File: config.mk
export PLATFORM = sky130hd
export DESIGN_NAME = vram_arbiter_m
export DESIGN_NICKNAME = d
export VERILOG_FILES = /design/src/rtl/vram_arbiter_m.sv
export SDC_FILE = /design/constraint.sdc
export NUM_CORES = 1
export LEC_CHECK = 0
export ABC_AREA = 1
export CAP_MARGIN = 10
export CORE_MARGIN = 1.5
export CORE_UTILIZATION = 49
export CTS_BUF_LIST = sky130_fd_sc_hd__clkbuf_8
export DETAILED_ROUTE_END_ITERATION = 6
export PLACE_DENSITY = 0.93
export SYNTH_ARGS = -nofsm -noshare
export SYNTH_HDL_FRONTEND = slang
export SYNTH_SLANG_ARGS = --single-unit
File: constraint.sdc
create_clock -name clk -period 2.21 [get_ports clk]
set_input_delay 0.442 -clock clk [delete_from_list [all_inputs] [get_ports clk]]
set_output_delay 0.442 -clock clk [all_outputs]
set_load 0.005 [all_outputs]
File: src/rtl/vram_arbiter_m.sv
// Single-port VRAM arbiter: GPU pixel fetch vs. 6502 bus, with a one-entry
// posted write buffer, a stalling read path and a starvation escape for the CPU.
module vram_arbiter_m #(
  parameter int ADDR_W     = 12,
  parameter int DATA_W     = 8,
  parameter int STARVE_MAX = 8
) (
  input  logic              clk,
  input  logic              rst,
  input  logic              in_vblank_i,
  input  logic              cpu_req_i,
  input  logic              cpu_we_i,
  input  logic [ADDR_W-1:0] cpu_addr_i,
  input  logic [DATA_W-1:0] cpu_wdata_i,
  output logic [DATA_W-1:0] cpu_rdata_o,
  output logic              cpu_rdy_o,
  input  logic              gpu_req_i,
  input  logic [ADDR_W-1:0] gpu_addr_i,
  output logic              gpu_gnt_o,
  output logic              gpu_rvalid_o,
  output logic [DATA_W-1:0] gpu_rdata_o,
  output logic [ADDR_W-1:0] vram_addr_o,
  output logic              vram_we_o,
  output logic [DATA_W-1:0] vram_wdata_o,
  input  logic [DATA_W-1:0] vram_rdata_i
);

  localparam int SW = $clog2(STARVE_MAX + 1);
  localparam logic [SW-1:0] STARVE_TOP = SW'(STARVE_MAX);

  typedef enum logic [1:0] {IDLE, RD_ISSUE, RD_DONE} state_e;

  state_e              state_q, state_d;
  logic                wbuf_full_q, wbuf_full_d;
  logic [ADDR_W-1:0]   wbuf_addr_q, wbuf_addr_d;
  logic [DATA_W-1:0]   wbuf_data_q, wbuf_data_d;
  logic [SW-1:0]       starve_q, starve_d;
  logic [ADDR_W-1:0]   vram_addr_q;
  logic [DATA_W-1:0]   vram_wdata_q;
  logic [DATA_W-1:0]   cpu_rdata_q;
  logic                gpu_rvalid_q;
  logic [DATA_W-1:0]   gpu_rdata_q;

  logic eff_rd, cpu_cand, cpu_gnt, drain, rd_gnt, wr_acc;

  // A read seen in IDLE is treated as RD_ISSUE in the same cycle for minimum latency.
  assign eff_rd   = (state_q == RD_ISSUE) |
                    ((state_q == IDLE) & cpu_req_i & ~cpu_we_i);
  assign cpu_cand = wbuf_full_q | eff_rd;
  assign drain    = cpu_gnt & wbuf_full_q;
  assign rd_gnt   = cpu_gnt & ~wbuf_full_q;
  assign wr_acc   = (state_q == IDLE) & cpu_req_i & cpu_we_i & (~wbuf_full_q | drain);

  // State register
  always_ff @(posedge clk) begin
    if (rst) state_q <= IDLE;
    else     state_q <= state_d;
  end

  // Next-state logic
  always_comb begin
    state_d = state_q;
    case (state_q)
      IDLE, RD_ISSUE: begin
        if (rd_gnt)      state_d = RD_DONE;
        else if (eff_rd) state_d = RD_ISSUE;
        else             state_d = IDLE;
      end
      RD_DONE: state_d = IDLE;
      default: state_d = IDLE;
    endcase
  end

  // Output logic: slot ownership, VRAM bus and CPU handshake
  always_comb begin
    cpu_gnt   = 1'b0;
    gpu_gnt_o = 1'b0;
    if (!rst) begin
      if (in_vblank_i) begin
        if (cpu_cand) cpu_gnt = 1'b1;
        else          gpu_gnt_o = gpu_req_i;
      end else if (cpu_cand && (starve_q == STARVE_TOP || !gpu_req_i)) begin
        cpu_gnt = 1'b1;
      end else begin
        gpu_gnt_o = gpu_req_i;
      end
    end

    vram_we_o    = drain;
    vram_wdata_o = drain ? wbuf_data_q : vram_wdata_q;
    if (rd_gnt)         vram_addr_o = cpu_addr_i;
    else if (drain)     vram_addr_o = wbuf_addr_q;
    else if (gpu_gnt_o) vram_addr_o = gpu_addr_i;
    else                vram_addr_o = vram_addr_q;

    case (state_q)
      IDLE:     cpu_rdy_o = ~cpu_req_i | wr_acc;
      RD_ISSUE: cpu_rdy_o = 1'b0;
      default:  cpu_rdy_o = 1'b1;
    endcase
  end

  // Read data appears on the VRAM port during RD_DONE / the cycle after a GPU grant
  // and is then held in the _q copies until the next return.
  assign cpu_rdata_o  = (state_q == RD_DONE) ? vram_rdata_i : cpu_rdata_q;
  assign gpu_rvalid_o = gpu_rvalid_q;
  assign gpu_rdata_o  = gpu_rvalid_q ? vram_rdata_i : gpu_rdata_q;

  always_comb begin
    wbuf_full_d = wbuf_full_q;
    wbuf_addr_d = wbuf_addr_q;
    wbuf_data_d = wbuf_data_q;
    if (wr_acc) begin
      wbuf_full_d = 1'b1;
      wbuf_addr_d = cpu_addr_i;
      wbuf_data_d = cpu_wdata_i;
    end else if (drain) begin
      wbuf_full_d = 1'b0;
    end

    if (cpu_cand && !cpu_gnt)
      starve_d = (starve_q == STARVE_TOP) ? starve_q : starve_q + SW'(1);
    else
      starve_d = '0;
  end

  always_ff @(posedge clk) begin
    if (rst) begin
      wbuf_full_q  <= 1'b0;
      wbuf_addr_q  <= '0;
      wbuf_data_q  <= '0;
      starve_q     <= '0;
      vram_addr_q  <= '0;
      vram_wdata_q <= '0;
      cpu_rdata_q  <= '0;
      gpu_rvalid_q <= 1'b0;
      gpu_rdata_q  <= '0;
    end else begin
      wbuf_full_q  <= wbuf_full_d;
      wbuf_addr_q  <= wbuf_addr_d;
      wbuf_data_q  <= wbuf_data_d;
      starve_q     <= starve_d;
      vram_addr_q  <= vram_addr_o;
      vram_wdata_q <= vram_wdata_o;
      gpu_rvalid_q <= gpu_gnt_o;
      if (state_q == RD_DONE) cpu_rdata_q <= vram_rdata_i;
      if (gpu_rvalid_q)       gpu_rdata_q <= vram_rdata_i;
    end
  end

endmodule

==> results.sh, run 1 <==
export IMPL_status="finished, violations left"
export IMPL_violations="setup timing"
export IMPL_area_delta_synth_final_pct=67.2
export IMPL_die_y_um=79.8
export IMPL_dieWidth_um=79.8
export IMPL_fin_crit_sh=1.12
export IMPL_clk_latency_ps=350
export IMPL_clk_pin_slew_ps=70
export IMPL_arrival_ps=2040
export IMPL_cts_sinks=64
export IMPL_ys_seq_area_frac=0.444
export IMPL_yosys_top_cells_area="dfxtp_1, nand2_1, nor2_1"
export IMPL_gr_total_overflow=0
export IMPL_portBuffers=85
export IMPL_dieArea_um2=6360
export IMPL_synthCells=406
export IMPL_rows=27
export IMPL_synth_cell_types=27
export IMPL_layout_min_cycle_time_ps=2490
export IMPL_fin_nets=609
export IMPL_antenna_left=0
export IMPL_setup_viol=24
export IMPL_worstHoldStart="gpu_rdata_q[0]"
export IMPL_power_density_nw_per_um2=627
export IMPL_hold_violations=0
export IMPL_rsz0062_at_grt="yes"
export IMPL_place_ws_ps=-626
export IMPL_grt_total_usage=0.348
export IMPL_slew_violations=0
export IMPL_dr_total_vias=3542
export IMPL_grt_use_met1=0.363
export IMPL_max_freq_mhz=402
export IMPL_grt_busiest_layer="met2"
export IMPL_dp_cells=577
export IMPL_timing_rr_start="starve_q[0]"
export IMPL_cp_start_kind="register"
export IMPL_num_antenna_cells=0
export IMPL_antenna_found_initial=0
export IMPL_max_cap_viol_count=0
export IMPL_grt_max_degree=40
export IMPL_gp_congestion=0.797
export IMPL_cts_buffer_depth=2
export IMPL_syn_avg_cell_area_um2=7.11
export IMPL_met3_usage=0.0674
export IMPL_via_per_inst=5.57
export IMPL_nFillCells=287
export IMPL_grt_pass1_wl_um=16700
export IMPL_dp_hpwl_um=5170
export IMPL_fp_coreArea_um2=5610
export IMPL_relSlewSlack=0.681
export IMPL_synth_net_count=454
export IMPL_max_slew_worst_pin_slew_ps=479
export IMPL_yosys_area_top_type="dfxtp_1"
export IMPL_setup_ws_ps=-275
export IMPL_drtIter0Drc=268
export IMPL_mostFrequentLayoutCells="nand2_1, dfxtp_1, clkdlybuf4s50_1"
export IMPL_htreeDepth=3
export IMPL_drive_gt1_frac=0.353
export IMPL_leakage_nw=2.35
export IMPL_first_pass_iters=7
export IMPL_drc=0
export IMPL_clock_skew_ps=9.56
export IMPL_whs_endpoint="gpu_rdata_q[0]"
export IMPL_cts_root_buffer="clkbuf_8"
export IMPL_grt_use_met2=0.626
export IMPL_cts_tree="yes"
export IMPL_io_pins=86
export IMPL_wl_per_cell_um=17.5
export IMPL_ys_ff_latch=64
export IMPL_hold_class="reg2reg"
export IMPL_synth_top_area_share=0.444
export IMPL_cts_buffers=9
export IMPL_holdPathStages=2
export IMPL_path_class="reg2out"
export IMPL_vdd_ir_drop_worst_mv=0.472
export IMPL_synth_area_um2=2890
export IMPL_critPathCaptureType="primary output"
export IMPL_start_util=0.515
export IMPL_final_common_cell="nand2_1"
export IMPL_yosys_warnings=0
export IMPL_crit_required_ps=1770
export IMPL_crit_fanout=5
export IMPL_reg2reg_depth=19
export IMPL_grt_pass1_vias=3562
export IMPL_layout_cells_non_filler=636
export IMPL_r2r_end="vram_addr_q[8]"
export IMPL_power_mw=3.03
export IMPL_wirelength_um=11100
export IMPL_rrSetupSlack_ps=-260
worst max-delay path by stage:
stage / startpoint / slack (ps) / end
2_1_floorplan: starve_q[0] / 350 / vram_wdata_o[6]
3_3_place_gp: cpu_req_i / -550 / vram_addr_o[11]
3_5_place_dp: cpu_we_i / -630 / vram_addr_o[2]
4_1_cts: starve_q[1] / -190 / gpu_gnt_o
5_1_grt: starve_q[0] / -350 / vram_addr_o[8]
6_report: starve_q[0] / -280 / vram_addr_o[9]
critical path: stages (launching register included):
cell and delay (ps):
dfxtp_2 340, inv_2 60, ha_4 150, nand3_4 70
nand3b_4 150, nand3_4 90, buf_6 140, buf_12 130
buf_16 140, nor2_4 70, nor2_1 50, nand2_1 100
nand2_1 70, buf_2 130
synth_stat cells (all sizes together):
| cell type | n |
|---|---|
| nand4 | 3 |
| ha | 2 |
| a21oi | 38 |
| nand3 | 28 |
| nand2 | 94 |
| o21ai | 28 |
| a211oi | 8 |
| inv | 48 |
| nor3 | 2 |
| clkbuf | 8 |
| buf | 13 |
| or2 | 8 |
| dfxtp | 64 |
| nor2 | 59 |
| xor2 | 1 |
| nand3b | 1 |
| a211o | 1 |
per-stage QoR:
stage	instance area, um2	utilization	hold WS [ps]	TNS, ps
after floorplan	2890	-	430	0
after global placement	3990	0.712	457	-11630
after detailed placement	3990	0.712	462	-12850
after CTS	4740	0.844	472	-2610
after global routing	4830	0.861	494	-7010
final	4830	0.861	472	-4750
report_power, final:
group          switching, mW  internal, mW  total [mW]  leakage, nW
Clock                  0.432         0.411       0.843       0.0918
Sequential            0.0440          1.24        1.28        0.525
Combinational          0.434         0.469       0.903         1.73
Total                  0.911          2.12        3.03         2.35
repair_timing:
action	CTS	global route
setup buffers	41	5
endpoints found under the setup margin	31	42
cloned	6	0
pin swaps	33	19
endpoints found under the hold margin	0	0
hold buffers	0	0
resized for setup	166	43
state kept, by name, summed over array words and instances, names as in the netlist:
name / cells
wbuf_addr_q: 12
gpu_rdata_q: 8
wbuf_data_q: 8
gpu_rvalid_o: 1
vram_addr_q: 12
wbuf_full_q: 1
cpu_rdata_q: 8
starve_q: 4
vram_wdata_q: 8
state_q: 2
kinds of logic (layout without fill, tap and decap cells):
kind of cell	count (synthesis)	count (layout)	synth area share
and+or+nand+nor	195	196	0.291
xor gates and xnor gates	1	1	0.00303
adders and majority gates	2	2	0.00866
DFF	64	64	0.444
AOI/OAI and AO/OA	75	75	0.145
buffers and inverters	69	226	0.109
metal layers:
metal  wire (um)  up-vias
met5           0        -
met4         576        0
met3         798       66
met2        5640      223
met1        4120     1654
li1            -     1599
final cells by class:
cell class	instances	area, um2	area share
Multi-Input combinational cell	274	1590	0.328
Timing Repair Buffer	164	1530	0.316
Sequential cell	64	1280	0.266
Inverter	48	185	0.0384
Clock buffer	10	138	0.0285
Tap cell	72	90.1	0.0187
Clock inverter	4	16.3	0.00337
Power figures use the tool's default switching activity.
==> run 2: changes to the inputs <==
--- a/config.mk
+++ b/config.mk
@@ -5,12 +5,12 @@
 export SDC_FILE = /design/constraint.sdc
 export NUM_CORES = 1
 export LEC_CHECK = 0
-export ABC_AREA = 1
 export CAP_MARGIN = 10
-export CORE_MARGIN = 1.5
-export CORE_UTILIZATION = 49
+export CORE_MARGIN = 4
+export CORE_UTILIZATION = 50
 export CTS_BUF_LIST = sky130_fd_sc_hd__clkbuf_8
 export DETAILED_ROUTE_END_ITERATION = 6
+export MAX_ROUTING_LAYER = met4
 export PLACE_DENSITY = 0.93
 export SYNTH_ARGS = -nofsm -noshare
 export SYNTH_HDL_FRONTEND = slang
==> results.sh, run 2 <==
export IMPL_num_antenna_cells=0
export IMPL_antenna_found_initial=0
export IMPL_crit_slowest_cell="nor4b_4"
export IMPL_ys_ff_latch=64
export IMPL_synthCells=390
export IMPL_fp_coreArea_um2=5990
export IMPL_dieArea_um2=7540
export IMPL_synth_cell_types=30
export IMPL_gr_total_overflow=0
export IMPL_critical_path_top_delay_family="buffers and inverters"
export IMPL_fin_util=0.834
export IMPL_mostFrequentLayoutCells="nand2_1, dfxtp_1, clkdlybuf4s50_1"
export IMPL_portBuffers=85
export IMPL_dieWidth_um=86.8
export IMPL_dr_total_vias=3857
export IMPL_fin_crit_sh=1.21
export IMPL_synthMuxAreaShare=0.0870
export IMPL_yosys_area_top_type="dfxtp_1"
export IMPL_crit_required_ps=1770
export IMPL_relSlewSlack=0.735
export IMPL_max_stage_delay_ps=370
export IMPL_crit_start="starve_q[0]"
export IMPL_crit_fanout=5
export IMPL_first_pass_iters=7
export IMPL_holdPathStages=2
export IMPL_vdd_ir_drop_worst_mv=0.840
export IMPL_layout_min_cycle_time_ps=2670
export IMPL_yosys_area_share_adder=0.00806
export IMPL_cp_start_kind="register"
export IMPL_postCtsHoldBufs=0
export IMPL_max_freq_mhz=375
export IMPL_leakage_nw=2.10
export IMPL_yosys_top_cells_area="dfxtp_1, nand2_1, mux2_2"
export IMPL_cts_sinks=64
export IMPL_post_dp_cell_area_um2=4270
export IMPL_violations="setup timing"
export IMPL_grt_pass1_vias=3757
export IMPL_io_pins=86
export IMPL_setup_viol=23
export IMPL_slew_violations=0
export IMPL_synth_top_family_by_area="simple AND/OR/NAND/NOR gates"
export IMPL_cts_tree="yes"
export IMPL_reg2reg_depth=12
export IMPL_clock_skew_ps=13.9
export IMPL_worstHoldStart="wbuf_addr_q[1]"
export IMPL_path_depth=10
export IMPL_grt_total_usage=0.340
export IMPL_max_slew_worst_pin_slew_ps=396
export IMPL_synth_ff_type="dfxtp_1"
export IMPL_hold_violations=0
export IMPL_grt_max_degree=24
export IMPL_cts_buffers=9
export IMPL_synth_most_common_cell="nand2_1"
export IMPL_wl_per_cell_um=22.6
export IMPL_drive_gt1_frac=0.371
export IMPL_area_delta_synth_final_pct=60.8
export IMPL_clk_latency_ps=370
export IMPL_final_common_cell="nand2_1"
export IMPL_grt_pass1_wl_um=18900
export IMPL_drtIter0Drc=592
export IMPL_die_y_um=86.8
export IMPL_fin_nets=569
export IMPL_critPathCaptureType="primary output"
export IMPL_setup_ws_ps=-459
export IMPL_ys_seq_area_frac=0.413
export IMPL_synthTopCellsByCount="nand2_1, dfxtp_1, a21oi_1"
export IMPL_synth_xor_area_frac=0.00282
export IMPL_timing_rr_start="starve_q[0]"
export IMPL_gp_congestion=0.879
export IMPL_hold_class="reg2reg"
export IMPL_synth_simple_gate_area_share=0.278
export IMPL_cts_buffer_depth=2
export IMPL_rsz0062_at_grt="yes"
export IMPL_drc=0
export IMPL_synth_net_count=438
export IMPL_rows=28
export IMPL_async_reset_ff_frac=0
export IMPL_arrival_ps=2230
export IMPL_synth_top_area_share=0.413
export IMPL_max_cap_viol_count=0
export IMPL_top_regs="vram_addr_q (12), wbuf_addr_q (12)"
export IMPL_cts_root_buffer="clkbuf_8"
export IMPL_synth_compound_area_frac=0.156
export IMPL_synth_edf_count=0
export IMPL_wirelength_um=13600
export IMPL_htreeDepth=3
export IMPL_timing_critical_path_buf_inv=4
export IMPL_dp_hpwl_um=6440
export IMPL_antenna_left=0
export IMPL_clk_pin_slew_ps=70
export IMPL_yosys_warnings=0
export IMPL_stdcell_area_um2=4990
export IMPL_synth_area_um2=3110
export IMPL_worstPathCellList="inv_2 > ha_4 > nand3b_4 > buf_6 > a21oi_4 > nor4b_4 > buf_6 > nand2_2 > o21ai_1 > buf_2"
export IMPL_path_class="reg2out"
export IMPL_crit_path_frequent_cell="buf_6"
export IMPL_status="finished, violations left"
export IMPL_via_per_inst=6.42
export IMPL_power_density_nw_per_um2=659
export IMPL_syn_avg_cell_area_um2=7.96
export IMPL_start_util=0.518
==> run 2: cells by family (layout without fill, tap and decap cells) <==
family          Yosys count  count (layout)
xor+xnor                  1               1
buf+inv                  44             180
fa+ha+maj                 2               2
compound gates           89              89
mux                      24              24
flops                    64              64
simple gates            166             166
==> run 2: worst paths after layout <==
path / endpoint / slack [ps]
worst min register to register: wbuf_addr_q[1] / 460
worst min-delay path: wbuf_addr_q[1] / 460
worst max-delay path: vram_addr_o[9] / -460
worst max register to register: wbuf_addr_q[4] / 130
==> run 2: layout make-up <==
type,count,area (um2)
Clock inverter,7,111
Timing Repair Buffer,148,1350
Fill cell,303,997
Tap cell,75,93.8
Sequential cell,64,1290
Inverter,16,60.1
Multi-Input combinational cell,282,1960
Clock buffer,9,124
==> run 2: worst register-to-register path, cell delays in order (launching register included) <==
cell      delay (ps)
dfxtp_2          340
inv_2             80
ha_4             160
nand3b_4          80
buf_6            140
buf_4            140
buf_6            130
a21oi_4          160
buf_4            140
o21a_1           130
buf_4            230
nand2_1           90
a21oi_1          190
==> run 2: routing by layer <==
layer  track usage  routed length [um]  up-vias
li1              -                   -     1595
met1         0.372                4900     1783
met2         0.533                6360      343
met3        0.0932                1240      136
met4         0.238                1100        0
met5             -                   0        -
==> run 2: report_power, final <==
part | leakage (nW) | total [mW] | internal (mW) | switching, mW
combinational | 1.45 | 0.769 | 0.380 | 0.389
clock | 0.120 | 1.26 | 0.741 | 0.523
sequential | 0.526 | 1.26 | 1.22 | 0.0418
total | 2.10 | 3.29 | 2.34 | 0.953
==> run 2: metrics by stage <==
step | std cells | setup WS [ps] | power, mW | hold slack (ps) | setup TNS [ps]
after floorplan | 390 | 142 | 1.56 | 433 | 0
after global placement | 563 | -697 | 1.88 | 439 | -14220
after detailed placement | 563 | -745 | 1.90 | 446 | -15000
after CTS | 596 | -230 | 3.14 | 455 | -4010
after global routing | 601 | -458 | 3.37 | 479 | -8170
final | 601 | -459 | 3.29 | 456 | -7500
==> run 2: timing repair <==
item,in CTS,in global routing
setup endpoints to repair,39,31
resized for setup,208,32
cloned,3,0
buffers inserted,15,5
pin swaps,22,11
